$ cat config.mk
export PLATFORM = sky130hd
export DESIGN_NAME = axi_rd_arbiter
export DESIGN_NICKNAME = d
export VERILOG_FILES = /design/src/rtl/axi_rd_arbiter.sv
export SDC_FILE = /design/constraint.sdc
export NUM_CORES = 1
export LEC_CHECK = 0
export CAP_MARGIN = 20
export CORE_UTILIZATION = 28
export CTS_CLUSTER_SIZE = 8
export DETAILED_ROUTE_END_ITERATION = 12
export GPL_TIMING_DRIVEN = 0
export HOLD_SLACK_MARGIN = 0.12
export PLACE_DENSITY = 0.77
export SLEW_MARGIN = 20
export SYNTH_ARGS = -nofsm -noshare
export SYNTH_HDL_FRONTEND = slang
export SYNTH_SLANG_ARGS = --single-unit
export TNS_END_PERCENT = 30
$ cat constraint.sdc
create_clock -name clk -period 1.7 [get_ports clk]
set_clock_uncertainty 0.1 [all_clocks]
set_input_delay 0.17 -clock clk [delete_from_list [all_inputs] [get_ports clk]]
set_output_delay 0.17 -clock clk [all_outputs]
set_load 0.03 [all_outputs]
$ cat src/rtl/axi_rd_arbiter.sv
// ---------------------------------------------------------------------------
// axi_rd_arbiter
//
// Shares one AXI read address/data channel pair between the instruction-fetch
// and data-access SRAM-like read ports. One AR is issued per grant. Inst reads
// carry ARID 0 and data reads carry ARID 1. R beats are routed back by RID.
// The number of outstanding reads is tracked separately for each ID.
//
// Parameter:
//   OUT_DEPTH       maximum outstanding reads per ID (1..3)
//
// Ports:
//   clk, resetn                   clock, asynchronous active-low reset
//   inst_req/addr/size            inst read request (size 0=byte,1=half,2=word)
//   inst_addr_ok                  inst request accepted this cycle
//   inst_data_ok, inst_rdata      inst read data return
//   data_*                        same for the data port
//   wr_pend_valid, wr_pend_addr   a write to this address awaits its B response
//   arid/araddr/arsize/arvalid    AXI AR channel (master side)
//   arready                       AXI AR ready
//   rid/rdata/rvalid              AXI R channel
//   rready                        AXI R ready (1 from the first cycle out of reset)
//
// Configuration:
//   AXI_RD_RAW_CHECK_EN  when defined, a data read to the same 32-bit word as
//                        the pending write is held off until wr_pend_valid
//                        drops. When undefined, the wr_pend_* inputs are ignored.
// ---------------------------------------------------------------------------
module axi_rd_arbiter #(
    parameter int unsigned OUT_DEPTH = 2
) (
    input  logic        clk,
    input  logic        resetn,
    input  logic        inst_req,
    input  logic [31:0] inst_addr,
    input  logic [1:0]  inst_size,
    output logic        inst_addr_ok,
    output logic        inst_data_ok,
    output logic [31:0] inst_rdata,
    input  logic        data_req,
    input  logic [31:0] data_addr,
    input  logic [1:0]  data_size,
    output logic        data_addr_ok,
    output logic        data_data_ok,
    output logic [31:0] data_rdata,
    input  logic        wr_pend_valid,
    input  logic [31:0] wr_pend_addr,
    output logic [3:0]  arid,
    output logic [31:0] araddr,
    output logic [2:0]  arsize,
    output logic        arvalid,
    input  logic        arready,
    input  logic [3:0]  rid,
    input  logic [31:0] rdata,
    input  logic        rvalid,
    output logic        rready
);

    localparam logic [1:0] DEPTH = 2'(OUT_DEPTH);

    typedef enum logic {
        IDLE    = 1'b0,
        AR_BUSY = 1'b1
    } state_e;

    state_e      state_q, state_d;
    logic        rready_q;
    logic [1:0]  cnt_i_q, cnt_i_d;
    logic [1:0]  cnt_d_q, cnt_d_d;
    logic [3:0]  arid_q;
    logic [31:0] araddr_q;
    logic [1:0]  arsize_q;

    logic        raw_block;
    logic        grant_i, grant_d;
    logic        beat_i, beat_d;

`ifdef AXI_RD_RAW_CHECK_EN
    // Compare word addresses only: any byte of a word with a pending write blocks.
    assign raw_block = wr_pend_valid && (wr_pend_addr[31:2] == data_addr[31:2]);
    logic unused_wr_lsb;
    assign unused_wr_lsb = ^wr_pend_addr[1:0];
`else
    assign raw_block = 1'b0;
    logic unused_wr_pend;
    assign unused_wr_pend = ^{wr_pend_valid, wr_pend_addr};
`endif

    // rready_q doubles as an "out of reset" flag. No grant is made while the
    // block is still in reset.
    assign grant_d = (state_q == IDLE) && rready_q && data_req
                     && (cnt_d_q < DEPTH) && !raw_block;
    assign grant_i = (state_q == IDLE) && rready_q && !grant_d && inst_req
                     && (cnt_i_q < DEPTH);

    // Beats with any RID other than 0/1 are still consumed (rready=1). They touch nothing.
    assign beat_i = rvalid && rready_q && (rid == 4'd0);
    assign beat_d = rvalid && rready_q && (rid == 4'd1);

    // ---------------------------------------------------------------- state reg
    // NOTE: sequential state uses non-blocking assignments only. All flops
    // then update together from pre-edge values, and simulation order does not matter.
    always_ff @(posedge clk or negedge resetn) begin
        if (!resetn) begin
            state_q <= IDLE;
        end else begin
            state_q <= state_d;
        end
    end

    // ------------------------------------------------------------- next state
    // NOTE: every combinational output gets a default before the case. This
    // keeps paths that assign nothing from inferring a latch.
    always_comb begin
        state_d = state_q;
        case (state_q)
            IDLE:    if (grant_i || grant_d) state_d = AR_BUSY;
            AR_BUSY: if (arready)            state_d = IDLE;
            default: state_d = IDLE;
        endcase
    end

    // ---------------------------------------------------------------- outputs
    always_comb begin
        arvalid      = (state_q == AR_BUSY);
        inst_addr_ok = grant_i;
        data_addr_ok = grant_d;
    end

    assign arid         = arid_q;
    assign araddr       = araddr_q;
    assign arsize       = {1'b0, arsize_q};
    assign rready       = rready_q;
    assign inst_data_ok = beat_i;
    assign data_data_ok = beat_d;
    assign inst_rdata   = rdata;
    assign data_rdata   = rdata;

    // ------------------------------------------------- AR fields and R ready
    always_ff @(posedge clk or negedge resetn) begin
        if (!resetn) begin
            arid_q   <= 4'd0;
            araddr_q <= 32'd0;
            arsize_q <= 2'd0;
            rready_q <= 1'b0;
        end else begin
            rready_q <= 1'b1;
            if (grant_d) begin
                arid_q   <= 4'd1;
                araddr_q <= data_addr;
                arsize_q <= data_size;
            end else if (grant_i) begin
                arid_q   <= 4'd0;
                araddr_q <= inst_addr;
                arsize_q <= inst_size;
            end
        end
    end

    // --------------------------------------------------- outstanding counters
    // A grant and a returning beat in the same cycle cancel each other.
    // A decrement at zero stays at zero.
    function automatic logic [1:0] next_cnt(input logic [1:0] cnt,
                                            input logic       inc,
                                            input logic       dec);
        logic [1:0] res;
        res = cnt;
        case ({inc, dec})
            2'b10:   res = cnt + 2'd1;
            2'b01:   res = (cnt == 2'd0) ? 2'd0 : cnt - 2'd1;
            default: res = cnt;
        endcase
        return res;
    endfunction

    always_comb begin
        cnt_i_d = next_cnt(cnt_i_q, grant_i, beat_i);
        cnt_d_d = next_cnt(cnt_d_q, grant_d, beat_d);
    end

    always_ff @(posedge clk or negedge resetn) begin
        if (!resetn) begin
            cnt_i_q <= 2'd0;
            cnt_d_q <= 2'd0;
        end else begin
            cnt_i_q <= cnt_i_d;
            cnt_d_q <= cnt_d_d;
        end
    end

endmodule

==> flow_summary_export.csv <==
group,metric,value,unit
timing,hold_viol,0,
synthesis,synthesis.area,2770,um^2
cells_and_area,area_delta_synth_final,81.9,%
cts,clk_latency,290,ps
die,ios,252,
cells_and_area,nets,611,
die,initial_core_util,29.4,%
route,routedWlPerCell,13.8,um
route,num_vias,2562,
synthesis,yosys.cell_types.count,25,
timing,final_max_slew_viol_count,0,
cts,cts.sinks,41,
critical_path,end_kind,"register",
critical_path,crit_type,"reg -> reg",
place,placedInstanceArea,4820,um^2
timing,timing.fmax,587,MHz
critical_path,path_delay_family,"simple AND/OR/NAND/NOR gates",
die,die_width,101,um
critical_path,rr_worst_depth,4,
synthesis,ys_ff_latch,41,
status,violations,"negative setup slack",
pwr,finalPower,6.36,mW
timing,fin_ws,-2.87,ps
cells_and_area,final_cell_mix,"clkdlybuf4s50_1, buf_4, inv_1, dfrtp_1, a21oi_1",
global_route,grt_max_degree,26,
global_route,grt_usage,15.4,%
critical_path,path_max_fanout,2,
route,routed_wl,8200,um
cells_and_area,n_antenna_cell,0,
timing,finalSetupViolCount,1,
critical_path,cp.required,1780,ps
route,avgViaCountPerCell,4.33,
critical_path,worstPathCellList,"nand4bb_4 -> or2_4 -> ha_4 -> mux2_4",
timing,setup_tns,-2.87,ps
place,pre_cts_ws,-492,ps
place,gp_congestion,0.693,
pwr,leakage,2.22,nW
critical_path,timing.rr.end,"cnt_i_q[1]",
global_route,grt_pass1_wl,12300,um
critical_path,critPathSlowestCell,"dfrtp_1",
critical_path,critPathBufInv,0,
cells_and_area,mostFrequentLayoutCell,"clkdlybuf4s50_1",
cells_and_area,fin_area,5040,um^2
synthesis,ys_top_cells_by_area,"dfrtp_1, buf_4, o32ai_2, a21oi_1, inv_1",
critical_path,critical_path_depth,4,
critical_path,rrSetupSlack,-3,ps
cts,h-tree-depth,2,
pwr,power_density,1260,nW/um^2
pwr,vdd_ir_drop_max,0.000640,V
route,antenna_left,0,
critical_path,cp-start-kind,"register",
critical_path,r2r-start,"cnt_i_q[1]",
global_route,grt_pass1_vias,2640,
place,place.detailed.hpwl,6600,um
timing,timing.hold.ws,242,ps
timing,rsz0062_at_grt,"true",
timing,period_share,100,%
flow_run,maxCapViolCount,0,
cts,cts.clk_slew.worst_paths,80,ps
route,drt_pass1_iterations,4,
critical_path,critPathMaxStageDelay,410,ps
cells_and_area,drive_gt1_share,31.1,%
global_route,antenna_found_initial,0,
critical_path,worst_ep_arrival_time,1790,ps
synthesis,yosysSeqAreaShare,37.0,%
cts,cts_made_buffers,5,
cts,clockRootBuffer,"clkbuf_8",
synthesis,synth.largest_area_cell,"dfrtp_1",
die,die-area,10300,um^2
global_route,overflow,0,
synthesis,syn_inst,265,
cts,cts_buffer_depth,2,
synthesis,syn_avg_cell_area,10.5,um^2
critical_path,crit_end,"cnt_i_q[1]",
status,status,"finished with violations",
place,port_buffers,182,
route,drtIter0Drc,51,
die,core,9420,um^2
cts,cts_tree,"done",
route,drcViolationCount,0,
hold_path,min_path_type,"in -> async",
synthesis,synth_top_area_share,37.0,%
die,die_y,101,um
die,fp-row-count,35,
timing,min_period,1700,ps
critical_path,worstSetupStartpoint,"cnt_i_q[1]",
synthesis,synth_warnings,0,
kinds of logic (layout without fill, tap and decap cells):
family,Yosys count,count (layout),share of synthesized area [%]
compound gates,74,74,27.0
buf+inv,123,318,28.5
mux,4,4,1.53
other cells,2,5,0.271
fa+ha+maj,6,6,2.71
simple gates,15,15,3.02
flops,41,41,37.0
worst min path at each step:
stage | start | to | slack, ps | cells past startpoint
2_1_floorplan | resetn | araddr[0] | -230 | 0
3_3_place_gp | arid[0] | arid[0] | 360 | 2
3_5_place_dp | resetn | cnt_i_q[0] | 30 | 1
4_1_cts | resetn | cnt_i_q[0] | 240 | 2
5_1_grt | resetn | cnt_i_q[0] | 260 | 2
6_report | resetn | cnt_i_q[0] | 240 | 2
power by group:
group / internal, mW / switching, mW
sequential: 1.43 / 0.257
combinational: 1.68 / 2.04
clock: 0.591 / 0.359
total: 3.70 / 2.66
metal layers:
layer	track usage, %	part of all wire (%)	vias up
met2	29.7	53	142
met1	16.7	37	1192
li1	-	-	1223
met4	3.01	0.62	0
met5	0	0	-
met3	4.14	9.0	5
cell type report:
| type | instances | area, um^2 |
|---|---|---|
| Buffer | 81 | 637 |
| Clock buffer | 5 | 68.8 |
| Clock inverter | 3 | 68.8 |
| Fill cell | 817 | 4380 |
| Inverter | 40 | 150 |
| Multi-Input combinational cell | 104 | 1050 |
| Sequential cell | 41 | 1030 |
| Tap cell | 129 | 161 |
| Timing Repair Buffer | 189 | 1880 |
sequential cells by signal, indices dropped and copies added (netlist names):
signal and flops:
arvalid 1, arsize_q 2, araddr 32, arid 1, cnt_i_q 2, rready 1, cnt_d_q 2
synth_stat cells:
| cell type | instances |
|---|---|
| buf_6 | 5 |
| inv_1 | 40 |
| buf_4 | 76 |
| a21oi_1 | 33 |
| o21ai_0 | 5 |
| conb_1 | 2 |
| mux2i_1 | 2 |
| clkbuf_4 | 1 |
| a21oi_2 | 1 |
| o211ai_4 | 1 |
| dfrtp_1 | 41 |
| nor3_1 | 1 |
| or2_2 | 1 |
| o32ai_1 | 5 |
| mux2_2 | 2 |
| nand4bb_1 | 2 |
| buf_2 | 1 |
| nor2b_1 | 1 |
| o32ai_4 | 1 |
| ha_1 | 6 |
| nand3_1 | 1 |
| nor2b_2 | 1 |
| o32ai_2 | 28 |
| nor2_1 | 2 |
| nand2_1 | 6 |
metrics by stage:
step | utilization [%] | instances
after global routing | 53.5 | 592
after global placement | 51.1 | 579
final | 53.5 | 592
after CTS | 53.0 | 593
after detailed placement | 51.2 | 580
after floorplan | - | 268
worst register-to-register path, cell delays in order (launching register included):
cell	delay, ps
dfrtp_1	410
nand4bb_4	240
or2_4	290
ha_4	280
mux2_4	290
timing repair:
action	4_1_cts	5_1_grt
hold buffers	1	0
endpoints found under the setup margin	8	6
pin swaps	3	3
setup buffers	5	0
endpoints found under the hold margin	41	0
gates resized for setup	28	10
gates cloned	0	0
Note: power is estimated with default switching activity, not from simulation.
